`src/rtl/down_counter_pkg.sv`:
```
// Shared types and defaults for the down_counter block and its prescaler.
// Prescaler defaults matter only when DOWN_COUNTER_PRESCALE_EN is defined.
package down_counter_pkg;

    localparam int unsigned WIDTH_DEFAULT    = 6;
    localparam int unsigned PRESCALE_DEFAULT = 4;

    typedef enum logic [1:0] {
        IDLE = 2'b00,
        RUN  = 2'b01
    } state_t;

endpackage

```
`src/rtl/down_counter_prescaler.sv`:
```
// Divides en-qualified RUN cycles by PRESCALE; tick marks every PRESCALE-th one.
// Only instantiated by down_counter when DOWN_COUNTER_PRESCALE_EN is defined.
module down_counter_prescaler
    import down_counter_pkg::*;
#(
    parameter int unsigned PRESCALE = PRESCALE_DEFAULT
) (
    input  logic clk,
    input  logic rst,
    input  logic clr,
    input  logic en,
    output logic tick
);

    localparam int unsigned         CW   = $clog2(PRESCALE);
    localparam logic [CW-1:0]       LAST = CW'(PRESCALE - 1);

    logic [CW-1:0] r_cnt;

    assign tick = en && (r_cnt == LAST);

    always_ff @(posedge clk or negedge rst) begin
        if (!rst) begin
            r_cnt <= '0;
        end else if (clr) begin
            r_cnt <= '0;
        end else if (en) begin
            r_cnt <= tick ? '0 : r_cnt + CW'(1);
        end
    end

endmodule

```
`src/rtl/down_counter.sv`:
```
// Loadable down counter / period timer with one-shot or auto-reload mode.
// Define DOWN_COUNTER_PRESCALE_EN to divide the decrement rate by PRESCALE.
module down_counter
    import down_counter_pkg::*;
#(
    parameter int unsigned WIDTH    = WIDTH_DEFAULT,
    parameter int unsigned PRESCALE = PRESCALE_DEFAULT
) (
    input  logic             clk,
    input  logic             rst,
    input  logic             load,
    input  logic [WIDTH-1:0] load_val,
    input  logic             start,
    input  logic             en,
    input  logic             auto_reload,
    output logic [WIDTH-1:0] count,
    output logic             tc,
    output logic             busy
);

    if (PRESCALE < 2 || PRESCALE > 256) begin : g_bad_prescale
        $error("down_counter: PRESCALE must lie in 2..256");
    end

    state_t           r_state;
    state_t           w_state_nxt;
    logic [WIDTH-1:0] r_count;
    logic [WIDTH-1:0] w_count_nxt;
    logic [WIDTH-1:0] r_reload;
    logic [WIDTH-1:0] w_reload_nxt;
    logic             r_tc;
    logic             w_tc_nxt;
    logic             w_tick;
    logic             w_start_ok;
    logic             w_terminal;

    // load outranks everything, so neither start nor the terminal action can fire with it
    assign w_start_ok = !load && start && (r_state == IDLE) && (r_count != '0);
    assign w_terminal = !load && (r_state == RUN) && w_tick && (r_count <= WIDTH'(1));

`ifdef DOWN_COUNTER_PRESCALE_EN
    logic w_pre_clr;
    logic w_pre_en;

    assign w_pre_clr = load | w_start_ok | w_terminal;
    assign w_pre_en  = en && (r_state == RUN);

    down_counter_prescaler #(
        .PRESCALE (PRESCALE)
    ) u_prescaler (
        .clk  (clk),
        .rst  (rst),
        .clr  (w_pre_clr),
        .en   (w_pre_en),
        .tick (w_tick)
    );
`else
    assign w_tick = en;
`endif

    always_ff @(posedge clk or negedge rst) begin
        if (!rst) begin
            r_state  <= IDLE;
            r_count  <= '0;
            r_reload <= '0;
            r_tc     <= 1'b0;
        end else begin
            r_state  <= w_state_nxt;
            r_count  <= w_count_nxt;
            r_reload <= w_reload_nxt;
            r_tc     <= w_tc_nxt;
        end
    end

    always_comb begin
        w_state_nxt  = r_state;
        w_count_nxt  = r_count;
        w_reload_nxt = r_reload;
        w_tc_nxt     = 1'b0;
        if (load) begin
            w_count_nxt  = load_val;
            w_reload_nxt = load_val;
            w_state_nxt  = IDLE;
        end else begin
            case (r_state)
                IDLE: begin
                    if (w_start_ok) begin
                        w_state_nxt = RUN;
                    end
                end
                RUN: begin
                    if (w_terminal) begin
                        w_tc_nxt = 1'b1;
                        // auto_reload is only looked at here, so it may change freely mid-run
                        if (auto_reload && (r_reload != '0)) begin
                            w_count_nxt = r_reload;
                        end else begin
                            w_count_nxt = '0;
                            w_state_nxt = IDLE;
                        end
                    end else if (w_tick) begin
                        w_count_nxt = r_count - WIDTH'(1);
                    end
                end
                default: begin
                    w_state_nxt = IDLE;
                end
            endcase
        end
    end

    assign count = r_count;
    assign tc    = r_tc;
    assign busy  = (r_state == RUN);

endmodule
```
`config.mk`:
```
export PLATFORM = sky130hd
export DESIGN_NAME = down_counter
export DESIGN_NICKNAME = d
export VERILOG_FILES = /design/src/rtl/down_counter_pkg.sv /design/src/rtl/down_counter_prescaler.sv /design/src/rtl/down_counter.sv
export SDC_FILE = /design/constraint.sdc
export NUM_CORES = 1
export LEC_CHECK = 0
export BUFFER_PORTS_ARGS = -buffer_cell sky130_fd_sc_hd__buf_2
export CELL_PAD_IN_SITES_DETAIL_PLACEMENT = 0
export CELL_PAD_IN_SITES_GLOBAL_PLACEMENT = 1
export CORE_MARGIN = 4
export CORE_UTILIZATION = 38
export CTS_BUF_LIST = sky130_fd_sc_hd__clkbuf_4 sky130_fd_sc_hd__clkbuf_8 sky130_fd_sc_hd__clkbuf_16
export CTS_CLUSTER_DIAMETER = 80
export DETAILED_ROUTE_END_ITERATION = 6
export PLACE_DENSITY = 0.75
export SLEW_MARGIN = 15
export SYNTH_ARGS = -nofsm -noshare
export SYNTH_HDL_FRONTEND = slang
export SYNTH_SLANG_ARGS = --single-unit
```
`constraint.sdc`:
```
create_clock -name clk -period 2.1 [get_ports clk]
set_input_delay 0.105 -clock clk [delete_from_list [all_inputs] [get_ports clk]]
set_output_delay 0.105 -clock clk [all_outputs]
set_load 0.01 [all_outputs]
```
# Word level (Yosys, flattened, before mapping)
# Cells that the tools add are included.
[totals]
register_bits = 15
[op_classes]
addsub = 1
mux = 13
n_reduce_logical = 15
magnitude_cmp = 1
n_eq_ne = 4
[ops]
columns = ["operator", "count"]
rows = [
  ["$mux W6", 5],
  ["$reduce_bool A6 Y1", 2],
  ["$mux W2", 4],
  ["$logic_and A1 B1 Y1", 7],
  ["$le A6 B1 Y1 const B", 1],
  ["$ne A3 B3 Y1 const B", 2],
  ["$sub A6 B1 Y6 const B", 1],
  ["$pmux W2 S2", 1],
  ["$mux W1", 3],
  ["$ne A3 B2 Y1 const B", 1],
  ["$reduce_and A3 Y1", 1],
  ["$reduce_bool A3 Y1", 1],
  ["$eq A2 B1 Y1 const B", 1],
  ["$logic_not A2 Y1", 1],
  ["$reduce_and A2 Y1", 1],
  ["$reduce_bool A2 Y1", 1],
  ["$logic_not A1 Y1", 1],
]

# Longest topological paths before layout
# Gate-level depths: netlist of run 1.
[depth]
word_depth = 7
depth_mapped = 6
depth_no_buf = 6

# Worst setup path after synthesis of run 1
# OpenSTA, ideal clock, no wires.
[synth_timing]
path_type = "register to register"
from = "register r_count[2] (netlist: count[2])"
to = "register r_count[1] (netlist: count[1])"
n_path_buf = 0
path_stages_with_launch = 5
required_time_ns = 2.013
arrival_time_ns = 1.600
synth_period_minus_slack_ns = 1.686
setup_time_ns = 0.087
setup_slack_ns = 0.414
path_cell_list = "dfrtp_1 or3_4 nor3_4 mux2_2 o211ai_1"
[synth_between]
elab_chain_len = 5
elab_cells_between_ends = 7
[synth_lines]
columns = ["element", "line_no", "text"]
rows = [
  ["start, declared", "down_counter.sv:27", "logic [WIDTH-1:0] r_count;"],
  ["start signal, assigned", "down_counter.sv:69", "r_count <= w_count_nxt;"],
  ["$le A6 B1 Y1 (*)", "down_counter.sv:39", "assign w_terminal = !load && (r_state == RUN) && w_tick && (r_count <= WIDTH'(1));"],
  ["$logic_and A1 B1 Y1 (*)", "down_counter.sv:39", ""],
  ["$mux W6", "down_counter.sv:92", "if (w_terminal) begin"],
  ["$mux W6", "down_counter.sv:85", "case (r_state)"],
  ["$mux W6", "down_counter.sv:80", "if (load) begin"],
]
# Every way passes the cells marked *; elsewhere a longest branch is shown, timed or not. The select of a mux whose other input is x is not followed.
# A chain may end at the register's enable or synchronous reset.

# Worst setup path after layout of run 1
# Ends and elaborated chain as after synthesis.

==> impl_results.md, run 1 <==
* RSZ-0062 raised after global routing: false
* Reg2reg path depth at 4
* Post-synth EDFFs at 0
* Clock latency on the worst-skew pair at 0.28 ns
* Clock Skews at 0.0006776 ns
* Hold Path Class: input port to flip-flop
* Die height at 54.19 um
* CTS Root Cell: clkbuf_4
* Vias/cell at 5.222
* I/O pins at 20
* Startpoint Class: flip-flop
* Pwr/cell area at 703.8 nW/um2
* Core area at 2002 um2
* DRC errors left at 0
* Initial DRC count at 8
* Net Count, Synth at 100
* Crit Path Class: flip-flop to flip-flop
* WL per Instance at 14.23 um
* Clk sinks at 14
* Final Hold Violating Endpoints at 0
* CTS max path bufs at 2
* Vias in the first global route at 683
* Setup crit end kind: flip-flop
* Hpwl dp at 1484 um
* Period utilization at 85.92%
* Final min period at 1.804 ns
* Final ANT Viol Nets at 0
* Synthesized cell area at 810.8 um2
* Post-synth top flop: dfrtp_1
* Max-cap violation count at 0
* Async SR Flop Fraction at 100.0%
* Die Area at 2937 um2
* # rows at 16
* Setup Fix Bufs, Post-CTS at 0
* Initial Util at 40.50%
* Antenna cells at 0
* CP Max Fanout at 7
* I/O Buffers at 19
* Worst slew pin tran at 0.3222 ns
* Post-CTS sizing at 0
* Gr usage total at 15.49%
* CTS tree: built
* Num CTS Buffers at 3
* Largest net degree at the start of global routing at 22
* Worst-path clk slew at 0.08 ns
* H-tree lvl count at 1
* Required @ worst endpoint at 2.30 ns
* Vias at 705
* Synth Area per Inst at 9.539 um2
* Layout Nets at 124
* Tot Pwr at 0.6939 mW
* Setup-failing EPs final at 0
* Rel. slew slack at 78.35%
* Initial antenna violation count at 0
* Share of cells above drive strength 1 at 28.70%
* Fillers at 207
* Status: finished clean
* Sequential share of the synthesized area at 43.21%
* Chip Width at 54.19 um
* Global-route wire length before repair at 3208 um
* Synth Warn # at 0
* Placer Congestion at 0.7707
* Peak VDD IR at 0.4819 mV
* Hold path cells at 2
* Post-synth cell types at 32
* Worst EP arrival at 2.00 ns
* Final setup TNS at 0 ns
* Area Growth Syn to Fin at 21.60%
* Fmax at 554.3 MHz
* Slew Viols, Final at 0
* Final wirelength at 1921 um
* Pleak at 0.4457 nW
* Post-Synthesis Cells at 85
* DRT Pass-1 Iters at 4
* Global route overflow at 0
* Yosys reg bits at 14
## layer usage
| metal | vias up | wire [um] | track usage (%) |
|---|---|---|---|
| met2 | 14 | 854 | 21.71 |
| met1 | 337 | 977 | 23.25 |
| met3 | 4 | 67 | 1.662 |
| met4 | 0 | 22 | 7.469 |
| li1 | 350 | - | - |
| met5 | - | 0 | 0 |
## placed cells by master (no fill, tap or decap), types with 2 or more instances in the layout
cell type	n
inv_1	6
o31ai_1	2
o21ai_0	9
a21oi_1	3
ha_1	3
o211ai_1	2
or3_1	2
nand2_1	8
xnor2_1	2
nor2_1	6
mux2_2	4
clkbuf_4	3
buf_2	19
dfrtp_1	14
nand3b_1	2
nor3_1	3
## power by group
group	leakage (nW)	internal (mW)	switching (mW)	total, mW
Combinational	0.254	0.0808	0.0943	0.175
Clock	0.0210	0.105	0.0870	0.192
Sequential	0.170	0.295	0.0311	0.326
Total	0.446	0.482	0.212	0.694
## timing repair
item,CTS,global route
hold buffers,1,0
endpoints found under the setup margin,0,0
hold endpoints to repair,14,0
## synthesized netlist by cell type (all sizes together), types with 2 or more instances
master / n / area [um2]
nand3b: 2 / 15.01
a21oi: 3 / 15.01
nor3: 4 / 31.28
nor2: 6 / 22.52
nand2: 8 / 30.03
o21ai: 9 / 45.04
xnor2: 2 / 17.52
clkbuf: 2 / 7.510
o31ai: 2 / 15.01
mux2: 4 / 45.04
o211ai: 2 / 15.01
dfrtp: 14 / 350.3
ha: 3 / 37.54
or3: 3 / 23.77
inv: 6 / 22.52
## state kept, by name (all words and copies together), names as in the netlist
register and flops:
r_state 1, tc 1, count 6, r_reload 6
## cells by family (layout without fill, tap and decap cells)
group / count (synthesis) / after routing / share of synthesized area [%]
and+or+nand+nor: 30 / 30 / 20.83
AOI/OAI and AO/OA: 23 / 23 / 18.83
muxes: 4 / 4 / 5.555
xor gates and xnor gates: 3 / 3 / 3.241
DFF: 14 / 14 / 43.21
adders and majority gates: 3 / 3 / 4.630
buffers and inverters: 8 / 31 / 3.704
## critical path: stages, from the launching register on
cell and delay (ns):
dfrtp_1 0.47, or3_4 0.42, nor3_4 0.31, mux2_2 0.37, o211ai_1 0.15
## per-stage QoR
stage / hold WS (ns) / worst slack [ns] / utilization [%] / instance area [um2] / std cells
2_1_floorplan: -0.1906 / 0.4137 / - / 810.8 / 85
3_3_place_gp: 0.02124 / 0.3440 / 46.94 / 939.7 / 130
3_5_place_dp: 0.01741 / 0.3212 / 46.94 / 939.7 / 130
4_1_cts: 0.05715 / 0.2938 / 49.25 / 985.9 / 135
5_1_grt: 0.06341 / 0.2231 / 49.25 / 985.9 / 135
6_report: 0.06328 / 0.2958 / 49.25 / 985.9 / 135
## final timing paths
kind | start | end | slack, ns
setup / recovery | count[2]$_DFFE_PN0P_ | count[1]$_DFFE_PN0P_ | 0.30
hold / removal | load_val[0] | count[0]$_DFFE_PN0P_ | 0.06
setup reg to reg | count[2]$_DFFE_PN0P_ | count[1]$_DFFE_PN0P_ | 0.30
hold reg to reg | r_reload[0]$_DFFE_PN0P_ | r_reload[0]$_DFFE_PN0P_ | 0.55
max in group asynchronous | rst | r_state[0]$_DFFE_PN0P_ | 1.61
min in group asynchronous | rst | r_reload[3]$_DFFE_PN0P_ | 0.24
## final cells by class
type	instances	area, um2	area share, %
inverter	6	22.52	2.284
timing repair buffer	21	112.6	11.42
clock buffer	4	36.28	3.680
tap	27	33.78	3.426
sequential	14	350.3	35.53
multi-input combinational	63	430.4	43.65
(Power assumes the default switching activity.)
==> inputs of run 2 (changes only) <==
- CORE_MARGIN: 4 -> 5
==> impl_results.md, run 2 (same netlist as run 1, synthesis figures left out) <==
* Setup crit end kind: flip-flop
* Fmax at 557.8 MHz
* Worst EP arrival at 2.00 ns
* Vias in the first global route at 669
* Clock latency on the worst-skew pair at 0.28 ns
* Num CTS Buffers at 3
* Final Instance Area at 985.9 um2
* Placed insts at 130
* Vias/cell at 5.378
* Clock Skews at 0.0009388 ns
* Hpwl dp at 1410 um
* # rows at 16
* Rel. slew slack at 76.68%
* Cell Count, Final, Fillers Out at 135
* Vias at 726
* Final wirelength at 1901 um
* Die Area at 3157 um2
* Gr usage total at 12.82%
* Worst-path clk slew at 0.09 ns
* Antenna cells at 0
* I/O Buffers at 19
* Final min period at 1.793 ns
* Cells along the critical path: or3_4 > nor3_4 > mux2_2 > o211ai_1
* Pleak at 0.4457 nW
* CTS tree: built
* Initial DRC count at 23
* Core area at 2002 um2
* Gr busiest metal: met2
* Met3 usage at 3.248%
* Area Growth Syn to Fin at 21.60%
* Clk sinks at 14
* WL per Instance at 14.08 um
* GR Util met1 at 17.95%
* RSZ-0062 raised after global routing: false
* Most common cell after layout, fill and taps aside: buf_2
* Worst slew pin tran at 0.3472 ns
* DRC errors left at 0
* CP Max Fanout at 7
* Slowest cell on the critical path: dfrtp_1
* Layout Nets at 124
* Initial antenna violation count at 0
* Final Hold Violating Endpoints at 0
* Placer Congestion at 0.7665
* CTS max path bufs at 2
* Post-layout util at 49.25%
* Hold Path Class: input port to flip-flop
* Startpoint Class: flip-flop
* Die height at 56.19 um
* Fillers at 207
* Max-cap violation count at 0
* Period utilization at 85.36%
* Initial Util at 40.50%
* Most frequent cells in the layout: buf_2 (19), dfrtp_1 (14), o21ai_0 (9), nand2_1 (8)
* Slew Viols, Final at 0
* Required @ worst endpoint at 2.31 ns
* H-tree lvl count at 1
* Setup Fix Bufs, Post-CTS at 0
* Setup-failing EPs final at 0
* CTS Root Cell: clkbuf_4
* Status: finished clean
* Tot Pwr at 0.6955 mW
* Post-DP Area at 939.7 um2
* Met2 Usage GRT at 18.20%
* DRT Pass-1 Iters at 4
* Crit-path max cell delay at 0.46 ns
* Largest net degree at the start of global routing at 22
* Crit Path Class: flip-flop to flip-flop
* Final setup TNS at 0 ns
* Global-route wire length before repair at 3153 um
* Final ANT Viol Nets at 0
* Global route overflow at 0
* Chip Width at 56.19 um
* Share of cells above drive strength 1 at 28.70%
* Peak VDD IR at 0.3718 mV
* I/O pins at 20
* Pwr/cell area at 705.4 nW/um2
-- run 2: where the power goes --
group / total (mW) / leakage, nW / switching (mW) / internal [mW]
registers: 0.326 / 0.170 / 0.0305 / 0.295
clock network: 0.198 / 0.0210 / 0.0926 / 0.106
logic: 0.172 / 0.254 / 0.0914 / 0.0801
-- run 2: worst paths after layout --
check	start	end	slack (ns)	cells after the start
max	count[2]$_DFFE_PN0P_	count[2]$_DFFE_PN0P_	0.31	4
min in group asynchronous	rst	r_reload[3]$_DFFE_PN0P_	0.24	2
min	load_val[3]	r_reload[3]$_DFFE_PN0P_	0.05	3
max in group asynchronous	rst	r_reload[4]$_DFFE_PN0P_	1.62	2
min reg2reg	r_reload[3]$_DFFE_PN0P_	r_reload[3]$_DFFE_PN0P_	0.55	2
max reg2reg	count[2]$_DFFE_PN0P_	count[2]$_DFFE_PN0P_	0.31	4
-- run 2: cell type report --
class,instances,area (um2),share of cell area (%)
Clock buffer,4,36.28,3.680
Timing Repair Buffer,21,112.6,11.42
Sequential cell,14,350.3,35.53
Tap cell,27,33.78,3.426
Multi-Input combinational cell,63,430.4,43.65
Inverter,6,22.52,2.284
-- run 2: stage by stage --
| stage | setup WS (ns) | hold WS (ns) |
|---|---|---|
| after floorplan | 0.4137 | -0.1906 |
| after global placement | 0.3354 | 0.02166 |
| after detailed placement | 0.3056 | 0.02649 |
| after CTS | 0.2846 | 0.04957 |
| after global routing | 0.2289 | 0.05766 |
| final | 0.3074 | 0.05110 |
-- run 2: worst max-delay path: cells and delay by family, from the launching register on --
kind	cells	cell delay, ns
AOI/OAI and AO/OA	1	0.15
DFF	1	0.46
muxes	1	0.37
and+or+nand+nor	2	0.73
-- run 2: metal layers --
metal	share of wire [%]	up-vias
met2	43	28
met4	1.7	0
met5	0	-
met3	7.9	5
li1	-	355
met1	47	338
-- run 2: what timing repair did --
| action | CTS | global route |
|---|---|---|
| hold endpoints to repair | 14 | 0 |
| hold buffers | 1 | 0 |
| gates resized for setup | 0 | 0 |
